$ cat config.mk
export PLATFORM = sky130hd
export DESIGN_NAME = multicycle_controller
export DESIGN_NICKNAME = d
export VERILOG_FILES = /design/src/rtl/riscv_pkg.sv /design/src/rtl/instr_classifier.sv /design/src/rtl/multicycle_controller.sv
export SDC_FILE = /design/constraint.sdc
export NUM_CORES = 1
export LEC_CHECK = 0
export BUFFER_PORTS_ARGS = -buffer_cell sky130_fd_sc_hd__buf_2
export CORE_AREA = 2 2 73 75
export DETAILED_ROUTE_END_ITERATION = 16
export DIE_AREA = 0 0 75 77
export GPL_TIMING_DRIVEN = 0
export HOLD_SLACK_MARGIN = 0.08
export PLACE_DENSITY = 0.66
export SLEW_MARGIN = 30
export SYNTH_ARGS = -nofsm -noshare
export SYNTH_HDL_FRONTEND = slang
export SYNTH_HIERARCHICAL = 1
export SYNTH_SLANG_ARGS = --single-unit
$ cat constraint.sdc
create_clock -name clk -period 2.1 [get_ports clk]
set_input_delay 0.42 -clock clk [delete_from_list [all_inputs] [get_ports clk]]
set_output_delay 0.42 -clock clk [all_outputs]
set_load 0.05 [all_outputs]
$ cat src/rtl/riscv_pkg.sv
// Shared definitions for the multi-cycle RISC-V subset controller.
// Holds opcode/funct3 constants, ALU operation encodings, the controller
// state enum and the decoded instruction-class enum.
package riscv_pkg;

  localparam logic [6:0] OP_RTYPE  = 7'b0110011;
  localparam logic [6:0] OP_LOAD   = 7'b0000011;
  localparam logic [6:0] OP_STORE  = 7'b0100011;
  localparam logic [6:0] OP_BRANCH = 7'b1100011;

  localparam logic [2:0] F3_ADDSUB = 3'b000;
  localparam logic [2:0] F3_AND    = 3'b111;
  localparam logic [2:0] F3_OR     = 3'b110;
  localparam logic [2:0] F3_LW_SW  = 3'b010;
  localparam logic [2:0] F3_BEQ    = 3'b000;

  localparam logic [1:0] ALU_ADD   = 2'b00;
  localparam logic [1:0] ALU_SUB   = 2'b01;
  localparam logic [1:0] ALU_FUNCT = 2'b10;

  typedef enum logic [3:0] {
    S_FETCH,
    S_DECODE,
    S_MEM_ADDR,
    S_MEM_RD,
    S_MEM_WB,
    S_MEM_WR,
    S_EXEC_R,
    S_ALU_WB,
    S_BRANCH,
    S_TRAP
  } state_e;

  typedef enum logic [1:0] {
    CLS_LOAD,
    CLS_STORE,
    CLS_RTYPE,
    CLS_BRANCH
  } iclass_e;

endpackage

$ cat src/rtl/instr_classifier.sv
// Combinational instruction classifier.
// Ports:
//   opcode_i   - IR[6:0]
//   funct3_i   - IR[14:12]
//   funct7_5_i - IR[30]
//   cls_o      - instruction class (meaningful only when legal_o = 1)
//   legal_o    - 1 when the encoding belongs to the supported subset
module instr_classifier
  import riscv_pkg::*;
(
  input  logic [6:0] opcode_i,
  input  logic [2:0] funct3_i,
  input  logic       funct7_5_i,
  output iclass_e    cls_o,
  output logic       legal_o
);

  always_comb begin
    cls_o   = CLS_LOAD;
    legal_o = 1'b0;
    case (opcode_i)
      OP_LOAD: begin
        cls_o   = CLS_LOAD;
        legal_o = (funct3_i == F3_LW_SW);
      end
      OP_STORE: begin
        cls_o   = CLS_STORE;
        legal_o = (funct3_i == F3_LW_SW);
      end
      OP_RTYPE: begin
        cls_o = CLS_RTYPE;
        // Only add, sub, and, or are implemented.
        case ({funct7_5_i, funct3_i})
          {1'b0, F3_ADDSUB},
          {1'b1, F3_ADDSUB},
          {1'b0, F3_AND},
          {1'b0, F3_OR}:  legal_o = 1'b1;
          default:        legal_o = 1'b0;
        endcase
      end
      OP_BRANCH: begin
        cls_o   = CLS_BRANCH;
        legal_o = (funct3_i == F3_BEQ);
      end
      default: begin
        cls_o   = CLS_LOAD;
        legal_o = 1'b0;
      end
    endcase
  end

endmodule

$ cat src/rtl/multicycle_controller.sv
// Multi-cycle sequencing controller for the RISC-V subset core
// (add, sub, and, or, lw, sw, beq) with a unified instruction/data memory.
// Ports:
//   clk, reset_n            - clock (rising edge), async active-low reset
//   opcode/funct3/funct7_5  - decoded IR fields, stable from DECODE on
//   is_zero                 - ALU zero flag (branch decision)
//   mem_ready               - memory completes the pending access this cycle
//   pc_write, pc_src        - PC load enable and source (0 = PC+4, 1 = target)
//   ir_write                - IR load enable
//   mem_read, mem_write     - memory requests; i_or_d selects PC/ALU address
//   reg_write, mem_to_reg   - register write-back enable and source
//   alu_src, alu_oper       - ALU B select and operation class
//   illegal                 - sticky trap flag
//   retired                 - retired-instruction count (wraps)
module multicycle_controller
  import riscv_pkg::*;
#(
  parameter int unsigned CNT_W = 32
) (
  input  logic             clk,
  input  logic             reset_n,
  input  logic [6:0]       opcode,
  input  logic [2:0]       funct3,
  input  logic             funct7_5,
  input  logic             is_zero,
  input  logic             mem_ready,
  output logic             pc_write,
  output logic             pc_src,
  output logic             ir_write,
  output logic             mem_read,
  output logic             mem_write,
  output logic             i_or_d,
  output logic             reg_write,
  output logic             mem_to_reg,
  output logic             alu_src,
  output logic [1:0]       alu_oper,
  output logic             illegal,
  output logic [CNT_W-1:0] retired
);

  state_e           state_q;
  iclass_e          cls_q;
  logic             illegal_q;
  logic [CNT_W-1:0] retired_q;

  iclass_e          cls_d;
  logic             legal_d;
  logic             retire;

  instr_classifier u_classifier (
    .opcode_i   (opcode),
    .funct3_i   (funct3),
    .funct7_5_i (funct7_5),
    .cls_o      (cls_d),
    .legal_o    (legal_d)
  );

  // An instruction retires on the edge leaving its last phase.
  always_comb begin
    retire = 1'b0;
    case (state_q)
      S_MEM_WB, S_ALU_WB, S_BRANCH: retire = 1'b1;
      S_MEM_WR:                     retire = mem_ready;
      default:                      retire = 1'b0;
    endcase
  end

  always_ff @(posedge clk or negedge reset_n) begin
    if (!reset_n) begin
      state_q   <= S_FETCH;
      cls_q     <= CLS_LOAD;
      illegal_q <= 1'b0;
      retired_q <= '0;
    end else begin
      if (retire) retired_q <= retired_q + 1'b1;
      case (state_q)
        S_FETCH:    if (mem_ready) state_q <= S_DECODE;
        S_DECODE: begin
          cls_q <= cls_d;
          if (!legal_d) begin
            state_q   <= S_TRAP;
            illegal_q <= 1'b1;
          end else begin
            case (cls_d)
              CLS_LOAD, CLS_STORE: state_q <= S_MEM_ADDR;
              CLS_RTYPE:           state_q <= S_EXEC_R;
              CLS_BRANCH:          state_q <= S_BRANCH;
              default:             state_q <= S_TRAP;
            endcase
          end
        end
        S_MEM_ADDR: state_q <= (cls_q == CLS_STORE) ? S_MEM_WR : S_MEM_RD;
        S_MEM_RD:   if (mem_ready) state_q <= S_MEM_WB;
        S_MEM_WR:   if (mem_ready) state_q <= S_FETCH;
        S_EXEC_R:   state_q <= S_ALU_WB;
        S_MEM_WB, S_ALU_WB, S_BRANCH: state_q <= S_FETCH;
        S_TRAP:     state_q <= S_TRAP;
        default:    state_q <= S_FETCH;
      endcase
    end
  end

  // Strobes decode straight from state so an async reset drops any
  // in-flight request without waiting for a clock edge.
  always_comb begin
    pc_write   = 1'b0;
    pc_src     = 1'b0;
    ir_write   = 1'b0;
    mem_read   = 1'b0;
    mem_write  = 1'b0;
    i_or_d     = 1'b0;
    reg_write  = 1'b0;
    mem_to_reg = 1'b0;
    alu_src    = 1'b0;
    alu_oper   = ALU_ADD;
    case (state_q)
      S_FETCH: begin
        mem_read = 1'b1;
        ir_write = mem_ready;
        pc_write = mem_ready;
      end
      S_MEM_ADDR: alu_src = 1'b1;
      S_MEM_RD: begin
        mem_read = 1'b1;
        i_or_d   = 1'b1;
        alu_src  = 1'b1;
      end
      S_MEM_WB: begin
        reg_write  = 1'b1;
        mem_to_reg = 1'b1;
      end
      S_MEM_WR: begin
        mem_write = 1'b1;
        i_or_d    = 1'b1;
        alu_src   = 1'b1;
      end
      S_EXEC_R: alu_oper = ALU_FUNCT;
      S_ALU_WB: begin
        alu_oper  = ALU_FUNCT;
        reg_write = 1'b1;
      end
      S_BRANCH: begin
        alu_oper = ALU_SUB;
        pc_src   = 1'b1;
        pc_write = is_zero;
      end
      default: ;
    endcase
  end

  assign illegal = illegal_q;
  assign retired = retired_q;

endmodule

==> results of run 1 <==
==> through the flow <==
step                instances  hold WS [ps]
floorplan                 215           124
global placement          343           463
detailed placement        343           459
CTS                       351           261
global route              351           126
finish                    351          93.6
==> layout by cell type, fill, tap and decap left out, types with 2 or more instances in the layout <==
cell,count
clkbuf_2,2
nor4_1,3
nand2_1,24
clkbuf_1,2
nor3b_2,2
dfrtp_1,38
o21ai_1,2
clkbuf_4,4
and4_1,2
o22ai_1,3
nor2_1,17
xor2_1,13
clkbuf_8,5
nand2b_1,5
inv_1,9
nand4_2,2
nand4_1,6
nand3_1,6
xnor2_1,20
and3_1,3
buf_2,56
o32ai_1,2
mux2_2,2
o21ai_0,3
nor3_1,10
nor3_2,5
==> layer usage <==
metal,GRT usage,part of all wire
met1,0.235,0.47
met2,0.265,0.47
met3,0.0447,0.050
met4,0.0429,0.010
met5,0,0
==> path summary, 6_finish.rpt <==
kind / depth (start not counted) / end / slack (ps) / startpoint
setup / recovery: 5 / alu_src / 100 / state_q[0]$_DFFE_PN0P_
hold / removal: 1 / retired[20]$_DFFE_PN0P_ / 90 / reset_n
setup reg to reg: 6 / retired[28]$_DFFE_PN0P_ / 270 / state_q[3]$_DFFE_PN0P_
hold reg to reg: 1 / illegal$_DFFE_PN0P_ / 480 / illegal$_DFFE_PN0P_
max in group asynchronous: 1 / state_q[0]$_DFFE_PN0P_ / 1630 / reset_n
min in group clk: 1 / illegal$_DFFE_PN0P_ / 480 / illegal$_DFFE_PN0P_
==> power by group through the flow <==
stage | registers [mW] | clock network (mW) | logic, mW
after floorplan | 0.824 | 0 | 0.0564
after global placement | 0.802 | 0 | 0.130
after detailed placement | 0.802 | 0 | 0.132
after CTS | 0.787 | 0.495 | 0.133
after global routing | 0.790 | 0.536 | 0.151
final | 0.788 | 0.470 | 0.133
==> flip-flops by register name, indices dropped and copies added, names as in the netlist <==
name     flops
retired     32
state_q      4
cls_q        2
illegal      1
==> cells by family after synthesis <==
kind of cell / after synthesis / share of synthesized area
xor gates and xnor gates: 33 / 0.133
AOI/OAI and AO/OA: 20 / 0.0670
DFF: 39 / 0.451
adders and majority gates: 1 / 0.00578
muxes: 3 / 0.0150
buffers and inverters: 14 / 0.0254
and+or+nand+nor: 105 / 0.303
==> final cells by class <==
| class | instances | area (sq um) |
|---|---|---|
| buffer | 5 | 27.5 |
| fill | 474 | 2280 |
| clock buffer | 7 | 76.3 |
| tap | 70 | 87.6 |
| sequential | 39 | 977 |
| inverter | 9 | 33.8 |
| multi-input combinational | 162 | 1190 |
| clock inverter | 1 | 5.00 |
| timing repair buffer | 58 | 300 |
==> synth_stat cells (2+ instances only) <==
cell       n  area (sq um)
xor2_1    13           114
nand2_1   24          90.1
mux2_2     2          22.5
nor3b_1    2          15.0
nor4_1     3          18.8
o21ai_0    3          15.0
nor2b_1    2          12.5
nand3_1    6          30.0
nand2b_1   5          31.3
nand4_1    6          37.5
o22ai_1    3          18.8
and3_1     3          18.8
nand4_2    2          25.0
inv_1      9          33.8
xnor2_1   20           175
nor2_1    19          71.3
nor3_1    15          75.1
dfrtp_1   39           976
o21ai_1    2          10.0
o32ai_1    2          17.5
clkbuf_1   2          7.51
and4_1     2          17.5
==> repair_timing <==
| action | CTS | global route |
|---|---|---|
| hold buffers | 0 | 0 |
| setup endpoints to repair | 5 | 6 |
| endpoints found under the hold margin | 0 | 0 |
| resized for setup | 7 | 6 |
==> critical path, delay by kind of cell (launching register included) <==
family / cells / cell delay, ps
buffers and inverters: 2 / 460
flip-flops: 1 / 440
AND/OR/NAND/NOR: 2 / 300
multiplexers: 1 / 100
==> summary.md, run 1 <==
| Metric | Value |
|---|---|
| Sequential Power Share | 0.566 |
| Total power | 1.39 mW |
| Relative slew slack | 0.675 |
| Logic pwr share | 0.095 |
| Critical Path Sink Type | primary output |
| Switch Pwr | ~0.34 mW |
| Placed inst area | ~2600 sq um |
| Mapped Area | between 2000 and 2500 sq um |
| Mapped Avg Cell Area | between 10 and 15 sq um |
| Top FF cell, synth | dfrtp_1 |
| Max_cap viols | 0 |
| Clock root cell | clkbuf_8 |
| GR Util All Layers | 0.170 |
| Critical path, cell by cell | clkbuf_4 -> nor2b_4 -> mux2i_1 -> nor2_2 -> clkbuf_4 |
| Drt first pass iters | 4 |
| Drt drc | 0 |
| Slowest-stage cell, CP | dfrtp_2 |
| #FFs+latches synth | 39 |
| RSZ-0062 raised after global routing | false |
| DPL Wire Length | between 3000 and 4000 um |
| First-pass GRT wire length | roughly 7800 um |
| Avg WL per Cell | between 10 and 15 um |
| Cell leakage power | around 1.3 nW |
| Synthesized Nets | 231 |
| Largest stage delay, worst path | roughly 440 ps |
| Final Cell Area | ~2700 sq um |
| Synthesized instance count | between 200 and 250 |
| H-Tree Depth | 2 |
| Total global routing overflow | 0 |
| Fin. max-slew vios | 0 |
| Setup crit start kind | register |
| Post-CTS Setup Bufs | 0 |
| Longest Clk Path Bufs | 2 |
| Number of synthesized flops with an enable pin | 0 |
| Number of top-level pins | slightly below 60 |
| Final wirelength | 4380 um |
| I/O Buffers | 58 |
| CTS buffer count | 5 |
| Clock power share | 0.338 |
| Share of layout cells above drive strength 1 | 0.352 |
| Final nets | 296 |
| Antenna violations before repair | 0 |
| Peak supply drop | between 0.0003 and 0.0004 V |
| Fin. Hold Viols | 0 |
| Worst path most repeated cell | clkbuf_4 |
| Sequential fraction of the synthesis area | 0.451 |
| # diodes | 0 |
| CTS clock-pin slew for the worst setup and hold paths | about 70 ps |
| Setup slack after layout | slightly below 100 ps |
| Crit-path max FO | 10 |
| Antenna-violating nets left | 0 |
| Pint | between 1 and 1.5 mW |
| Initial Utilization | 0.435 |
| Final min period | 2000 ps |
| FMAX | between 0.4 and 0.5 GHz |
| Final setup TNS | 0 ps |
| Vias in the first global route | between 1500 and 2000 |
| Hold Path Class | primary input to async pin |
| Placement row count | 26 |
| Slew @ Worst Pin | slightly below 500 ps |
| Worst skew pair latency | between 200 and 300 ps |
| Die area | roughly 5800 sq um |
| Worst EP required | 1680 ps |
| Syn-to-layout area delta | 24.4% |
| Outcome | complete, no violations |
| Period utilisation layout | 0.953 |
| Clock skew | about 9.1 ps |
| # setup viols final | 0 |
| RePlAce Congestion | between 0.8 and 0.9 |
| Via density | 5.07 |
| Post-Route Utilization | 0.541 |
| Count of different cell masters after synthesis | 53 |
| Die Wd | approximately 75 um |
| Total power per unit cell area | about 520 nW/um^2 |
| Switching share of power | 0.246 |
| Yosys warns | 6 |
| Largest net degree at the start of global routing | 40 |
| CTS tree | done |
| Vias post-DR | roughly 1800 |
| Core area | 4980 sq um |
| Critical path arrival | roughly 1600 ps |
| Kind of critical path | register to primary output |
| Clock sink total | 39 |
| Async S/R FF share, synth | 1.00 |
| Place WS | -34.2 ps |
| Die H | between 70 and 80 um |
| Initial DRC Count | 76 |
Note: power is estimated with default switching activity, not from simulation.
==> run 2: changes to the inputs <==
==> constraint.sdc (replaced) <==
create_clock -name clk -period 2.1 [get_ports clk]
set_input_delay 0.42 -clock clk [delete_from_list [all_inputs] [get_ports clk]]
set_output_delay 0.42 -clock clk [all_outputs]
set_load 0.02 [all_outputs]
==> summary.md, run 2 (synthesis results as in run 1) <==
| Metric | Value |
|---|---|
| Outcome | complete, no violations |
| RR Endpoint | retired[28]$_DFFE_PN0P_ |
| Post-CTS Setup Bufs | 0 (unchanged) |
| Drt drc | 0 (unchanged) |
| Max_cap viols | 0 (unchanged) |
| Critical path arrival | 1530 ps (-50 ps) |
| Number of top-level pins | 59 (unchanged) |
| Placement row count | 26 (unchanged) |
| Final nets | 296 (unchanged) |
| Total power per unit cell area | 539 nW/um^2 (+4.5%) |
| CP delay by family, top | buffers and inverters |
| Antenna-violating nets left | 0 (unchanged) |
| GR Util All Layers | 0.170 (-0.000488) |
| FF-to-FF setup slack | 260 ps (about the same) |
| Die H | 77 um (unchanged) |
| Total power | 1.44 mW (+3.4%) |
| Final wirelength | 4370 um (-0.41%) |
| Initial DRC Count | 79 (+3.9%) |
| Slew @ Worst Pin | 478 ps (-8.44 ps) |
| Initial Utilization | 0.435 (unchanged) |
| Vias post-DR | 1780 (-0.056%) |
| Setup slack after layout | 151 ps (+51.8 ps) |
| Total global routing overflow | 0 (unchanged) |
| Max FFs per register | 32 (unchanged) |
| Buf/Inv on CP | 2 (unchanged) |
| Period utilisation layout | 0.928 (-0.0247) |
| FMAX | 0.513 GHz (+2.7%) |
| Worst skew pair latency | 290 ps (about the same) |
| First-pass GRT wire length | 7760 um (-1.1%) |
| Largest net degree at the start of global routing | 40 (unchanged) |
| Core area | 4980 sq um (unchanged) |
| Final setup TNS | 0 ps (unchanged) |
| Slowest-stage cell, CP | clkbuf_1 |
| CTS tree | done |
| Critical path, cell by cell | clkbuf_1 -> xnor2_1 -> nor3b_1 -> buf_2 |
| Via density | 5.07 (about the same) |
| Clock skew | 7.18 ps (-1.91 ps) |
| RSZ-0062 raised after global routing | false |
| Worst R2R Start | state_q[3]$_DFFE_PN0P_ |
| Fin. max-slew vios | 0 (unchanged) |
| CTS buffer count | 5 (unchanged) |
| Hold Buf Count CTS | 0 (unchanged) |
| Antenna violations before repair | 0 (unchanged) |
| Clock sink total | 39 (unchanged) |
| Drt first pass iters | 4 (unchanged) |
| Largest stage delay, worst path | 380 ps (-60 ps) |
| Fin Hold WS | 86.8 ps (-6.79 ps) |
| Share of layout cells above drive strength 1 | 0.327 (-0.0249) |
| H-Tree Depth | 2 (unchanged) |
| Cell leakage power | 1.33 nW (-0.59%) |
| Setup crit start kind | register |
| Most common cell after layout, fill and taps aside | buf_2 |
| Filler cell count | 479 (+1.1%) |
| Final min period | 1950 ps (-51.8 ps) |
| Die Wd | 75 um (unchanged) |
| Avg WL per Cell | 12.4 um (-0.41%) |
| Peak supply drop | 0.000485 V (+44%) |
| CTS clock-pin slew for the worst setup and hold paths | 70 ps (about the same) |
| Die area | 5780 sq um (unchanged) |
| DPL Wire Length | 3320 um (+0.24%) |
| Most frequent cells in the layout | buf_2 (59), dfrtp_1 (38), nand2_1 (24) |
| Post_cts resized | 2 (-5) |
| Worst Reg-to-Reg Cells | 6 (unchanged) |
| Place WS | 154 ps (+188 ps) |
| Syn-to-layout area delta | 23.1% |
| Kind of critical path | register to primary output |
| Fin. Hold Viols | 0 (unchanged) |
| Worst EP required | 1680 ps (about the same) |
| Hold Path Class | primary input to async pin |
| Clock root cell | clkbuf_8 |
| Longest Clk Path Bufs | 2 (unchanged) |
| Critical path launch point | state_q[1]$_DFFE_PN0P_ |
| Vias in the first global route | 1697 (-1.7%) |
| # setup viols final | 0 (unchanged) |
| # diodes | 0 (unchanged) |
| Relative slew slack | 0.681 (+0.00563) |
| RePlAce Congestion | 0.837 (-1.0%) |
| Critical Path Sink Type | primary output |
| I/O Buffers | 58 (unchanged) |
| Crit-path max FO | 10 (unchanged) |
==> run 2: changes by cell type in the layout (fill, tap and decap cells not counted), moves of 2 or more <==
| cell | delta |
|---|---|
| clkbuf_8 | +2 |
| nor3_1 | +4 |
| nor3b_1 | +2 |
| nor3_2 | -4 |
| nor3b_2 | -2 |
| clkbuf_4 | -4 |
| buf_2 | +3 |
==> run 2: layer usage <==
metal  wire length, um  vias up  track usage
li1                  -      881            -
met1              2050      853        0.235
met2              2070       41        0.261
met3               217        5       0.0447
met4                31        0       0.0482
met5                 0        -            0
==> run 2: cell type report <==
class / instances / area (sq um) / share of cell area
Multi-Input combinational cell: 162 / 1150 / 0.431
Buffer: 5 / 23.8 / 0.00892
Clock buffer: 8 / 100 / 0.0376
Inverter: 9 / 33.8 / 0.0127
Timing Repair Buffer: 58 / 293 / 0.110
Tap cell: 70 / 87.6 / 0.0329
Sequential cell: 39 / 977 / 0.367
==> run 2: how the worst max path moves through the flow <==
stage / end / slack, ps / cells after the start
global route: pc_write / 8 / 6
finish: i_or_d / 150 / 4
global placement: retired[19]$_DFFE_PN0P_ / 170 / 6
detailed placement: retired[5]$_DFFE_PN0P_ / 150 / 6
CTS: alu_src / 3 / 5
floorplan: pc_write / 80 / 5
==> run 2: where the power goes <==
group | switching (mW) | leakage [nW] | total [mW] | internal [mW]
Sequential | 0.0168 | 0.496 | 0.789 | 0.772
Combinational | 0.0712 | 0.784 | 0.114 | 0.0424
Clock | 0.236 | 0.0515 | 0.535 | 0.299
Total | 0.324 | 1.33 | 1.44 | 1.11
==> run 2: through the flow <==
step,instance area (sq um),utilization,instances
2_1_floorplan,2170,-,215
5_1_grt,2670,0.535,351
3_3_place_gp,2540,0.511,343
6_report,2670,0.535,351
3_5_place_dp,2540,0.511,343
4_1_cts,2650,0.532,351
